==> config.mk <==
export PLATFORM = sky130hd
export DESIGN_NAME = biquad_iir_mc_flat
export DESIGN_NICKNAME = d
export VERILOG_FILES = /design/src/rtl/biquad_iir_mc_pkg.sv /design/src/rtl/biquad_iir_mc_if.sv /design/src/rtl/biquad_iir_mc_hist.sv /design/src/rtl/biquad_iir_mc.sv /design/src/flat_wrapper.sv
export SDC_FILE = /design/constraint.sdc
export NUM_CORES = 2
export LEC_CHECK = 0
export CAP_MARGIN = 0
export CORE_AREA = 8 8 291 293
export DETAILED_ROUTE_END_ITERATION = 16
export DIE_AREA = 0 0 299 301
export PLACE_DENSITY = 0.78
export REMOVE_ABC_BUFFERS = 1
export SLEW_MARGIN = 20
export SYNTH_ARGS = -nofsm -noshare
export SYNTH_HDL_FRONTEND = slang
export SYNTH_SLANG_ARGS = --single-unit
==> constraint.sdc <==
create_clock -name insclk -period 16.9 [get_ports insclk]
set_input_delay 5.07 -clock insclk [delete_from_list [all_inputs] [get_ports insclk]]
set_output_delay 5.07 -clock insclk [all_outputs]
set_load 0.01 [all_outputs]
==> src/rtl/biquad_iir_mc_pkg.sv <==
// Package iir_pkg: shared types and helpers for the biquad_iir_mc slice.
//   tap_e      - coefficient/tap index (b0, b1, b2, a1, a2)
//   state_e    - sequencer states of the time-multiplexed MAC
//   acc_width  - accumulator width for a given sample/coefficient width
//   sat_needed - true when a (sign-extended) value exceeds a dw-bit signed range
package iir_pkg;

  typedef enum logic [2:0] {
    TAP_B0, TAP_B1, TAP_B2, TAP_A1, TAP_A2
  } tap_e;

  typedef enum logic [2:0] {
    S_IDLE, S_MAC0, S_MAC1, S_MAC2, S_MAC3, S_MAC4, S_WB, S_OUT
  } state_e;

  localparam int unsigned NUM_TAPS = 5;
  // Widest accumulator the saturation helper can inspect.
  localparam int unsigned SAT_MAXW = 128;

  function automatic int unsigned acc_width(input int unsigned dw, input int unsigned cw);
    return dw + cw + 3;
  endfunction

  function automatic logic sat_needed(input logic signed [SAT_MAXW-1:0] v,
                                      input int unsigned dw);
    logic signed [SAT_MAXW-1:0] hi;
    logic signed [SAT_MAXW-1:0] lo;
    hi = (SAT_MAXW'(1) << (dw - 1)) - SAT_MAXW'(1);
    lo = ~hi;
    return (v > hi) || (v < lo);
  endfunction

endpackage

==> src/rtl/biquad_iir_mc_if.sv <==
// Stream interface of biquad_iir_mc: sample input (valid/ready/chan/data)
// and filtered output (valid/ready/chan/data/sat).
//   master - producer of samples / consumer of results (front end side)
//   slave  - the filter itself
interface biquad_iir_mc_if #(
  parameter int DATA_W = 32
);
  logic                     in_valid;
  logic                     in_ready;
  logic [3:0]               in_chan;
  logic signed [DATA_W-1:0] in_data;
  logic                     out_valid;
  logic                     out_ready;
  logic [3:0]               out_chan;
  logic signed [DATA_W-1:0] out_data;
  logic                     out_sat;

  modport master (
    output in_valid, in_chan, in_data, out_ready,
    input  in_ready, out_valid, out_chan, out_data, out_sat
  );

  modport slave (
    input  in_valid, in_chan, in_data, out_ready,
    output in_ready, out_valid, out_chan, out_data, out_sat
  );
endinterface

==> src/rtl/biquad_iir_mc_hist.sv <==
// biquad_hist_ram: per-channel history register file, CHANNELS entries of
// W bits ({y2, y1, x2, x1} as packed by the top).
//   insclk  - clock            rst     - sync reset, clears every entry
//   rd_en   - registered read  rd_addr - channel to read, rd_data - held value
//   we      - write enable     wr_addr - channel to write, wr_data - new value
module biquad_hist_ram #(
  parameter int unsigned CHANNELS = 4,
  parameter int unsigned AW       = 2,
  parameter int unsigned W        = 128
) (
  input  logic          insclk,
  input  logic          rst,
  input  logic          rd_en,
  input  logic [AW-1:0] rd_addr,
  output logic [W-1:0]  rd_data,
  input  logic          we,
  input  logic [AW-1:0] wr_addr,
  input  logic [W-1:0]  wr_data
);
  logic [W-1:0] mem [CHANNELS];

  always_ff @(posedge insclk) begin
    if (rst) begin
      mem     <= '{default: '0};
      rd_data <= '0;
    end else begin
      if (we)    mem[wr_addr] <= wr_data;
      if (rd_en) rd_data      <= mem[rd_addr];
    end
  end
endmodule

==> src/rtl/biquad_iir_mc.sv <==
// biquad_iir_mc: multi-channel time-multiplexed direct-form-I biquad with one
// shared multiplier, per-channel history and saturated output.
//   insclk - clock, rst - synchronous active-high reset
//   bus    - biquad_iir_mc_if.slave (in_valid/in_ready/in_chan/in_data,
//            out_valid/out_ready/out_chan/out_data/out_sat)
// Optional macro IIR_COEF_LOAD_EN adds cfg_we/cfg_addr/cfg_data for a
// shadow coefficient bank that becomes active on the next accepted sample.
module biquad_iir_mc
  import iir_pkg::*;
#(
  parameter int DATA_W    = 32,
  parameter int COEF_W    = 16,
  parameter int COEF_FRAC = 15,
  parameter int CHANNELS  = 4,
  parameter int B0        = 8192,
  parameter int B1        = -16384,
  parameter int B2        = 8192,
  parameter int A1        = 32046,
  parameter int A2        = -15679
) (
  input  logic                     insclk,
  input  logic                     rst,
`ifdef IIR_COEF_LOAD_EN
  input  logic                     cfg_we,
  input  logic [2:0]               cfg_addr,
  input  logic signed [COEF_W-1:0] cfg_data,
`endif
  biquad_iir_mc_if.slave           bus
);
  localparam int unsigned ACC_W  = acc_width(DATA_W, COEF_W);
  localparam int unsigned PROD_W = DATA_W + COEF_W;
  localparam int unsigned AW     = (CHANNELS > 1) ? $clog2(CHANNELS) : 1;
  localparam int unsigned HW     = 4 * DATA_W;
  localparam logic signed [COEF_W-1:0] COEF_DEF [NUM_TAPS] =
    '{COEF_W'(B0), COEF_W'(B1), COEF_W'(B2), COEF_W'(A1), COEF_W'(A2)};

  state_e                   state_q, state_d;
  logic [3:0]               chan_q;
  logic signed [DATA_W-1:0] x_q;
  logic signed [ACC_W-1:0]  acc_q;
  logic signed [ACC_W-1:0]  acc_sh;
  logic [HW-1:0]            hist_rd;
  logic signed [DATA_W-1:0] h_x1, h_x2, h_y1, h_y2;
  logic signed [DATA_W-1:0] mul_a;
  logic signed [COEF_W-1:0] mul_b;
  logic signed [PROD_W-1:0] prod;
  tap_e                     tap;
  logic                     accept, in_range, sat;
  logic signed [DATA_W-1:0] y_sat;
  logic [3:0]               out_chan_q;
  logic signed [DATA_W-1:0] out_data_q;
  logic                     out_sat_q;
  logic signed [COEF_W-1:0] coef_act [NUM_TAPS];

  assign {h_y2, h_y1, h_x2, h_x1} = hist_rd;
  assign accept   = (state_q == S_IDLE) && bus.in_valid;
  assign in_range = int'(bus.in_chan) < CHANNELS;

`ifdef IIR_COEF_LOAD_EN
  logic signed [COEF_W-1:0] coef_shd [NUM_TAPS];

  // Shadow-to-active copy happens only on an accept edge so a sample in
  // flight always sees one coherent coefficient set.
  always_ff @(posedge insclk) begin
    if (rst) begin
      coef_shd <= COEF_DEF;
      coef_act <= COEF_DEF;
    end else begin
      if (cfg_we && (cfg_addr <= 3'd4)) coef_shd[cfg_addr] <= cfg_data;
      if (accept) coef_act <= coef_shd;
    end
  end
`else
  assign coef_act = COEF_DEF;
`endif

  // Shared multiplier: the MAC state selects the tap and its operand.
  always_comb begin
    tap   = TAP_B0;
    mul_a = '0;
    case (state_q)
      S_MAC0:  begin tap = TAP_B0; mul_a = x_q;  end
      S_MAC1:  begin tap = TAP_B1; mul_a = h_x1; end
      S_MAC2:  begin tap = TAP_B2; mul_a = h_x2; end
      S_MAC3:  begin tap = TAP_A1; mul_a = h_y1; end
      S_MAC4:  begin tap = TAP_A2; mul_a = h_y2; end
      default: begin tap = TAP_B0; mul_a = '0;   end
    endcase
  end

  assign mul_b  = coef_act[tap];
  assign prod   = PROD_W'(mul_a) * PROD_W'(mul_b);
  assign acc_sh = acc_q >>> COEF_FRAC;
  assign sat    = sat_needed(SAT_MAXW'(acc_sh), DATA_W);
  assign y_sat  = !sat ? acc_sh[DATA_W-1:0]
                : (acc_sh[ACC_W-1] ? {1'b1, {(DATA_W-1){1'b0}}}
                                   : {1'b0, {(DATA_W-1){1'b1}}});

  always_comb begin
    state_d       = state_q;
    bus.in_ready  = 1'b0;
    bus.out_valid = 1'b0;
    case (state_q)
      S_IDLE: begin
        bus.in_ready = 1'b1;
        if (bus.in_valid && in_range) state_d = S_MAC0;
      end
      S_MAC0:  state_d = S_MAC1;
      S_MAC1:  state_d = S_MAC2;
      S_MAC2:  state_d = S_MAC3;
      S_MAC3:  state_d = S_MAC4;
      S_MAC4:  state_d = S_WB;
      S_WB:    state_d = S_OUT;
      S_OUT: begin
        bus.out_valid = 1'b1;
        if (bus.out_ready) state_d = S_IDLE;
      end
      default: state_d = S_IDLE;
    endcase
  end

  always_ff @(posedge insclk) begin
    if (rst) begin
      state_q    <= S_IDLE;
      chan_q     <= '0;
      x_q        <= '0;
      acc_q      <= '0;
      out_chan_q <= '0;
      out_data_q <= '0;
      out_sat_q  <= 1'b0;
    end else begin
      state_q <= state_d;
      if (accept && in_range) begin
        chan_q <= bus.in_chan;
        x_q    <= bus.in_data;
        acc_q  <= '0;
      end
      if (state_q inside {S_MAC0, S_MAC1, S_MAC2, S_MAC3, S_MAC4})
        acc_q <= acc_q + ACC_W'(prod);
      if (state_q == S_WB) begin
        out_chan_q <= chan_q;
        out_data_q <= y_sat;
        out_sat_q  <= sat;
      end
    end
  end

  assign bus.out_chan = out_chan_q;
  assign bus.out_data = out_data_q;
  assign bus.out_sat  = out_sat_q;

  // Read latched at accept stays stable until the WB write of the new history.
  biquad_hist_ram #(
    .CHANNELS(CHANNELS),
    .AW      (AW),
    .W       (HW)
  ) u_hist (
    .insclk (insclk),
    .rst    (rst),
    .rd_en  (accept && in_range),
    .rd_addr(bus.in_chan[AW-1:0]),
    .rd_data(hist_rd),
    .we     (state_q == S_WB),
    .wr_addr(chan_q[AW-1:0]),
    .wr_data({h_y1, y_sat, h_x1, x_q})
  );
endmodule

==> src/flat_wrapper.sv <==
// flat-port wrapper written by rule: the top's interface ports become plain ports
module biquad_iir_mc_flat import iir_pkg::*;
#(
  parameter int DATA_W    = 32,
  parameter int COEF_W    = 16,
  parameter int COEF_FRAC = 15,
  parameter int CHANNELS  = 4,
  parameter int B0        = 8192,
  parameter int B1        = -16384,
  parameter int B2        = 8192,
  parameter int A1        = 32046,
  parameter int A2        = -15679
)
  (insclk, rst, bus_in_valid, bus_in_chan, bus_in_data, bus_out_ready, bus_in_ready, bus_out_valid, bus_out_chan, bus_out_data, bus_out_sat);
  biquad_iir_mc_if #(.DATA_W(DATA_W)) bus_i ();
  input  logic insclk;
  input  logic rst;
  input wire logic [$bits(bus_i.in_valid)-1:0] bus_in_valid;
  input wire logic [$bits(bus_i.in_chan)-1:0] bus_in_chan;
  input wire logic [$bits(bus_i.in_data)-1:0] bus_in_data;
  input wire logic [$bits(bus_i.out_ready)-1:0] bus_out_ready;
  output wire logic [$bits(bus_i.in_ready)-1:0] bus_in_ready;
  output wire logic [$bits(bus_i.out_valid)-1:0] bus_out_valid;
  output wire logic [$bits(bus_i.out_chan)-1:0] bus_out_chan;
  output wire logic [$bits(bus_i.out_data)-1:0] bus_out_data;
  output wire logic [$bits(bus_i.out_sat)-1:0] bus_out_sat;
  assign bus_i.in_valid = bus_in_valid;
  assign bus_i.in_chan = bus_in_chan;
  assign bus_i.in_data = bus_in_data;
  assign bus_i.out_ready = bus_out_ready;
  assign bus_in_ready = bus_i.in_ready;
  assign bus_out_valid = bus_i.out_valid;
  assign bus_out_chan = bus_i.out_chan;
  assign bus_out_data = bus_i.out_data;
  assign bus_out_sat = bus_i.out_sat;
  biquad_iir_mc #(.DATA_W(DATA_W), .COEF_W(COEF_W), .COEF_FRAC(COEF_FRAC), .CHANNELS(CHANNELS), .B0(B0), .B1(B1), .B2(B2), .A1(A1), .A2(A2)) u_core (.insclk(insclk), .rst(rst), .bus(bus_i));
endmodule
; ---- Yosys cells after proc, flatten, opt, wreduce, memory -nomap -nowiden
; Memories as Yosys holds them, arrays and structs flattened.
; Cells that the tools add are included.
[op_classes]
add_sub_neg = 1
n_mul = 1
n_lt_le_gt_ge = 7
n_eq_ne = 9
mux = 19
n_bitwise = 3
reduce_logical = 9
[op_table]
columns = operator, count
row1 = $bwmux W512, 1
row2 = $mux W128, 3
row3 = $bmux W128 S2, 1
row4 = $demux W128 S2, 1
row5 = $pmux W32 S5, 1
row6 = $mux W51, 2
row7 = $mux W32, 2
row8 = $add A51 B48 Y51, 1
row9 = $mul A32 B16 Y48, 1
row10 = $gt A36 B32 Y1 const B, 1
row11 = $lt A36 B32 Y1 const B, 1
row12 = $mux W16, 2
row13 = $pmux W3 S8, 1
row14 = $eq A3 B3 Y1 const B, 4
row15 = $pmux W3 S4, 1
row16 = $eq A3 B2 Y1 const B, 2
row17 = $ge A3 B3 Y1 const B, 2
row18 = $mux W3, 2
row19 = $not A2 Y3, 2
row20 = $reduce_bool A5 Y1, 1
row21 = $ge A4 B4 Y1 const B, 1
row22 = $logic_and A1 B1 Y1, 4
row23 = $lt A4 B3 Y1 const B, 1
row24 = $ne A2 B2 Y1 const B, 2
row25 = other kinds (8), 9
[totals]
regBits = 767
mem_bits_ro = 128
in_bits = 40
output_inout_bits = 39
wordCells = 62
memories = 1
[mem_list]
columns = name, depth, width, rd, rd_ports_with_merged_regs, wr, line
row1 = (no name shown), 8, 16, 1, 0, 0, biquad_iir_mc.sv:91  ; assign mul_b = coef_act[tap];

; ---- Longest topological paths before layout
[logic_depth]
word_depth = 9
ltp_mapped = 32
ltp_nobuf = 29

; ---- Modules after synthesis
; Synthesis repeated with hierarchy kept, for this count alone.
[unflattened]
hier_cells = 5346
hier_area_um2 = 48022.3
[by_module_without_submodules]
columns = module, n_inst, cells_per_inst, area_each_um2, seq_area_each_um2
row1 = biquad_hist_ram, 1, 2793, 25189.2, 12812.3
row2 = biquad_iir_mc, 1, 2553, 22833.1, 2542.4

; ---- Worst setup path before layout
; Ideal clock, no wire load.
[synth_path]
path_type = register to register
startpoint = reg u_core.state_q[1]
endpoint = reg u_core.acc_q[43]
setup_ps = 117
arrival_ps = 7395
required_time_ps = 16783
path_slack_ps = 9388
stages_incl_launch_ff = 26
n_path_buf = 3
synth_period_minus_slack_ps = 7512
path_cell_list = dfxtp_1 buf_2 inv_1 ha_1 clkbuf_1 or3_1 clkbuf_1 nor2_1 inv_1 fa_1 fa_1 inv_1 fa_1 fa_1 inv_1 fa_1 inv_1 ha_1 nand3_1 or3_1 inv_1 nand3_1 o311ai_1 o41ai_2 xnor2_1 a22o_1
[synth_between]
elab_chain_cells = 9
elab_cells_between_ends = 19
classes_between = add/sub: 1 / mul: 1 / eq/ne: 5 / mux: 5 / bitwise: 1 / reduce/logical: 5 / memory: 1
[synth_rtl]
columns = element, line
row1 = "start, declared", biquad_iir_mc.sv:37  ; state_e state_q, state_d;
row2 = "start signal, assigned", biquad_iir_mc.sv:132  ; state_q <= state_d;
row3 = $eq A3 B3 Y1 or $eq A3 B2 Y1 (tied branches), "biquad_iir_mc.sv:81, biquad_iir_mc.sv:138"
row4 = $pmux W3 S4, biquad_iir_mc.sv:81  ; case (state_q)
row5 = $not A3 Y4 (implied by the code), biquad_iir_mc.sv:91
row6 = $mem_v2 Z8 W16, n/a
row7 = $mux W16 (implied by the code) (2 in a row), biquad_iir_mc.sv:91
row8 = $mul A32 B16 Y48, biquad_iir_mc.sv:92  ; assign prod = PROD_W'(mul_a) * PROD_W'(mul_b);
row9 = $add A51 B48 Y51, biquad_iir_mc.sv:139  ; acc_q <= acc_q + ACC_W'(prod);
row10 = $mux W51, biquad_iir_mc.sv:138  ; if (state_q inside {S_MAC0, S_MAC1, S_MAC2, S_MAC3, S_MAC4})
row11 = "end signal, assigned", biquad_iir_mc.sv:139
row12 = "end, declared", biquad_iir_mc.sv:40  ; logic signed [ACC_W-1:0] acc_q;
; Several ways; a longest one is shown, not always the timed one. The select of a mux whose other input is x is not followed.
; A chain may end at the register's enable or synchronous reset.

; ---- Worst setup path in the final report
[layout_path]
startpoint = reg u_core.state_q[0]
endpoint = reg u_core.acc_q[50]
; The elaborated chain is that of the path after synthesis.

==> results.ini <==
[clock_tree]
cts_resized = 0
clock_sinks = 767
cts_tree = built
cts_max_level = 3
cts_max_path_buffers = 3
clk_latency_ns = 0.65
clk_pin_slew_ns = 0.06
hold_buffers = 0
cts_made_buffers = 80
clockRootBuffer = clkbuf_16
cts_setup_buffers = 0

[floorplan]
initial_core_util = 0.5939
die_y_um = 301
core_area_um2 = 79900
die_area_um2 = 90000
row_count = 104
io_pins = 79
die_w_um = 299

[detailed_routing]
dr.pass1.iters = 6
drc = 0
wl_per_cell_um = 20.41
drtAntennaViolNets = 0
drt_iter0_drc = 3903
vias = 37521
wl_mm = 128.8
viasPerCell = 5.946

[sta]
rsz0062_at_grt = no
relSlewSlack = 0.2688
worst_slew_pin_slew_ns = 1.096
fin_crit_ns = 8.830
worst_slack_ns = 8.070
slew_viol_final = 0
fin_crit_sh = 0.5225
setup_viol = 0
setup_tns_ns = 0
hold_viol_final = 0
fin_skew_ns = 0.02947
fmax_mhz = 113.3

[cells_and_area]
multiInputGateArea_um2 = 28380
drive_gt1_frac = 0.07260
fin_area_um2 = 51310
seq_area_um2 = 15360
fin_nets = 5865
n_fill_cell = 6450
syn2layout_area_growth_pct = 8.135
final_util = 0.6422

[logic_synthesis]
synth_top_cell_area_share = 0.3236
yosysTopAreaCell = dfxtp_1
syn_area_um2 = 47450
seq_area_frac_synth = 0.3236
ys_top_cells_by_area = dfxtp_1 (32%), fa_1 (20%), nand2_1 (9.6%)
yosys_warnings = 0
async_reset_ff_frac = 0
synth_edf_count = 0
ys_types = 81
synthCells = 5330
avgSynthCellArea_um2 = 8.903
synth_ff_type = dfxtp_1
ys_ff_latch = 767

[grt]
grtUsageTotal = 0.2828
grt-ovfl-total = 0
grt_pass1_wl_mm = 206.0
antenna_found_initial = 2
grt_start_max_net_pins = 160
first_global_vias = 37520

[min_path]
worst_hold_path.num_cells = 2
holdPathEnd = u_core.u_hist.mem[429]
worstHoldStart = u_core.u_hist.mem[429]
min_path_type = register to register

[placement]
place.gp.congestion = 0.9590
place_area_um2 = 48570
dp_hpwl_mm = 88.25
port_buffers = 78
dp_slack_ns = 8.264

[run]
maxCapViolCount = 0

[power]
pwr_density_cell_nw_per_um2 = 74.58
total_power_w = 0.003827
leakagePower_nw = 20.92
vdd_drop_max_uv = 89.60

[setup_path]
crit_slowest_cell = a221oi_1
r2r_end = u_core.acc_q[50]
r2r-start = u_core.state_q[0]
worst_ep_required_time_ns = 17.42
rrSetupSlack_ns = 8.07
endpoint_kind = register
worst-setup-path-type = register to register
cp-start-kind = register
slowest_delay_ns = 0.72
reg2reg_depth = 27
path_max_fanout = 45
critPathTopFamily = adder cells
worstPathArrival_ns = 9.35
crit_buf_inv = 5
worst_path_most_repeated_cell = fa_1

[run_status]
outcome = finished, final reports clean

flip-flops by register name, indices dropped and copies added (netlist names):
register and flops:
u_core.bus.out_chan 4, u_core.state_q 3, u_core.u_hist.mem 512, u_core.acc_q 51, u_core.bus.out_data 32, u_core.x_q 32
u_core.bus.out_sat 1, u_core.u_hist.rd_data 128, u_core.chan_q 4
cell usage after synthesis, drive strengths merged, types with 5 or more instances:
cell type,n
o21bai,8
nor3b,5
o211ai,6
o21ai,32
mux2i,14
a21oi,645
nand3,18
inv,623
nand4,12
o21a,7
nand2,1212
o31ai,6
dfxtp,767
and3,6
clkbuf,267
mux2,21
nor2b,10
a22oi,42
ha,170
and2,12
xor2,15
xnor2,39
a22o,26
a211oi,160
nor2,375
mux4,128
fa,470
a221oi,18
a21o,21
nor3,16
buf,81
a221o,29
o221ai,13
or3,7
a31oi,9
worst max path at each step:
stage | depth (start not counted) | slack (ns) | end | from
6_report | 27 | 8.07 | u_core.acc_q[50] | u_core.state_q[0]
5_1_grt | 27 | 7.68 | u_core.acc_q[46] | u_core.state_q[0]
4_1_cts | 27 | 8.20 | u_core.acc_q[50] | u_core.state_q[0]
3_5_place_dp | 28 | 8.26 | u_core.acc_q[46] | u_core.state_q[0]
3_3_place_gp | 27 | 8.40 | u_core.acc_q[50] | u_core.state_q[0]
2_1_floorplan | 5 | 5.93 | u_core.u_hist.mem[320] | u_core.state_q[2]
layer usage:
layer  global-route usage  part of all wire
met1               0.3680              0.39
met2               0.4749              0.49
met3              0.04757             0.083
met4               0.1038             0.037
met5                    0           0.00010
area by class of cell:
type / instances / share of cell area
inverter: 623 / 0.04558
timing repair buffer: 126 / 0.02270
clock inverter: 35 / 0.008852
sequential: 767 / 0.2993
antenna: 2 / 0.00009754
clock buffer: 110 / 0.04455
multi-input combinational: 3587 / 0.5530
tap: 1060 / 0.02585
cell families after synthesis:
family,count (synthesis),synth area share
simple gates,1688,0.1391
compound gates,1042,0.1346
buf+inv,976,0.08069
flops,767,0.3236
fa+ha+maj,640,0.2431
mux,163,0.06869
xor+xnor,54,0.01013
per-stage QoR:
step                cells  hold WS, ns
global placement     6163       0.4384
CTS                  6308       0.4521
finish               6310       0.4521
detailed placement   6163       0.4437
floorplan            4977       0.4210
global route         6308       0.4654
cells in the final DEF (no fill, tap or decap), drive strengths merged, types with 14 or more instances in the layout:
cell           Yosys  layout
nand2           1212    1212
dfxtp            767     767
a21oi            645     645
inv              623     625
fa               470     470
nor2             375     375
ha               170     170
a211oi           160     160
mux4             128     128
clkbuf           267     110
clkdlybuf4s50      2      75
buf               81      51
a22oi             42      42
xnor2             39      39
o21ai             32      32
a221o             29      29
a22o              26      26
mux2              21      21
a21o              21      21
clkinv             0      21
a221oi            18      18
nand3             18      18
nor3              16      16
xor2              15      15
mux2i             14      14
worst register-to-register path, stage by stage, from the launching register on:
cell and delay, ns:
dfxtp_2 0.52, buf_4 0.59, nor2_2 0.40, a22oi_1 0.26, nor2_1 0.09, a221oi_1 0.72, nor2_1 0.31, fa_1 0.63
inv_1 0.07, fa_1 0.53, inv_1 0.05, fa_1 0.56, fa_1 0.45, fa_1 0.50, inv_1 0.05, fa_1 0.48
inv_1 0.04, ha_1 0.41, nand4_2 0.14, o221ai_1 0.25, a21oi_2 0.10, nor3_4 0.26, a31oi_4 0.15, o31ai_4 0.38
a21oi_2 0.17, o31ai_4 0.27, xnor2_1 0.11, a22o_1 0.20
power by group:
group	switching, W	internal, W
sequential	0.00000846	0.00181
combinational	0.000122	0.0000478
clock	0.000762	0.00108
total	0.000892	0.00293
Power figures use the tool's default switching activity.
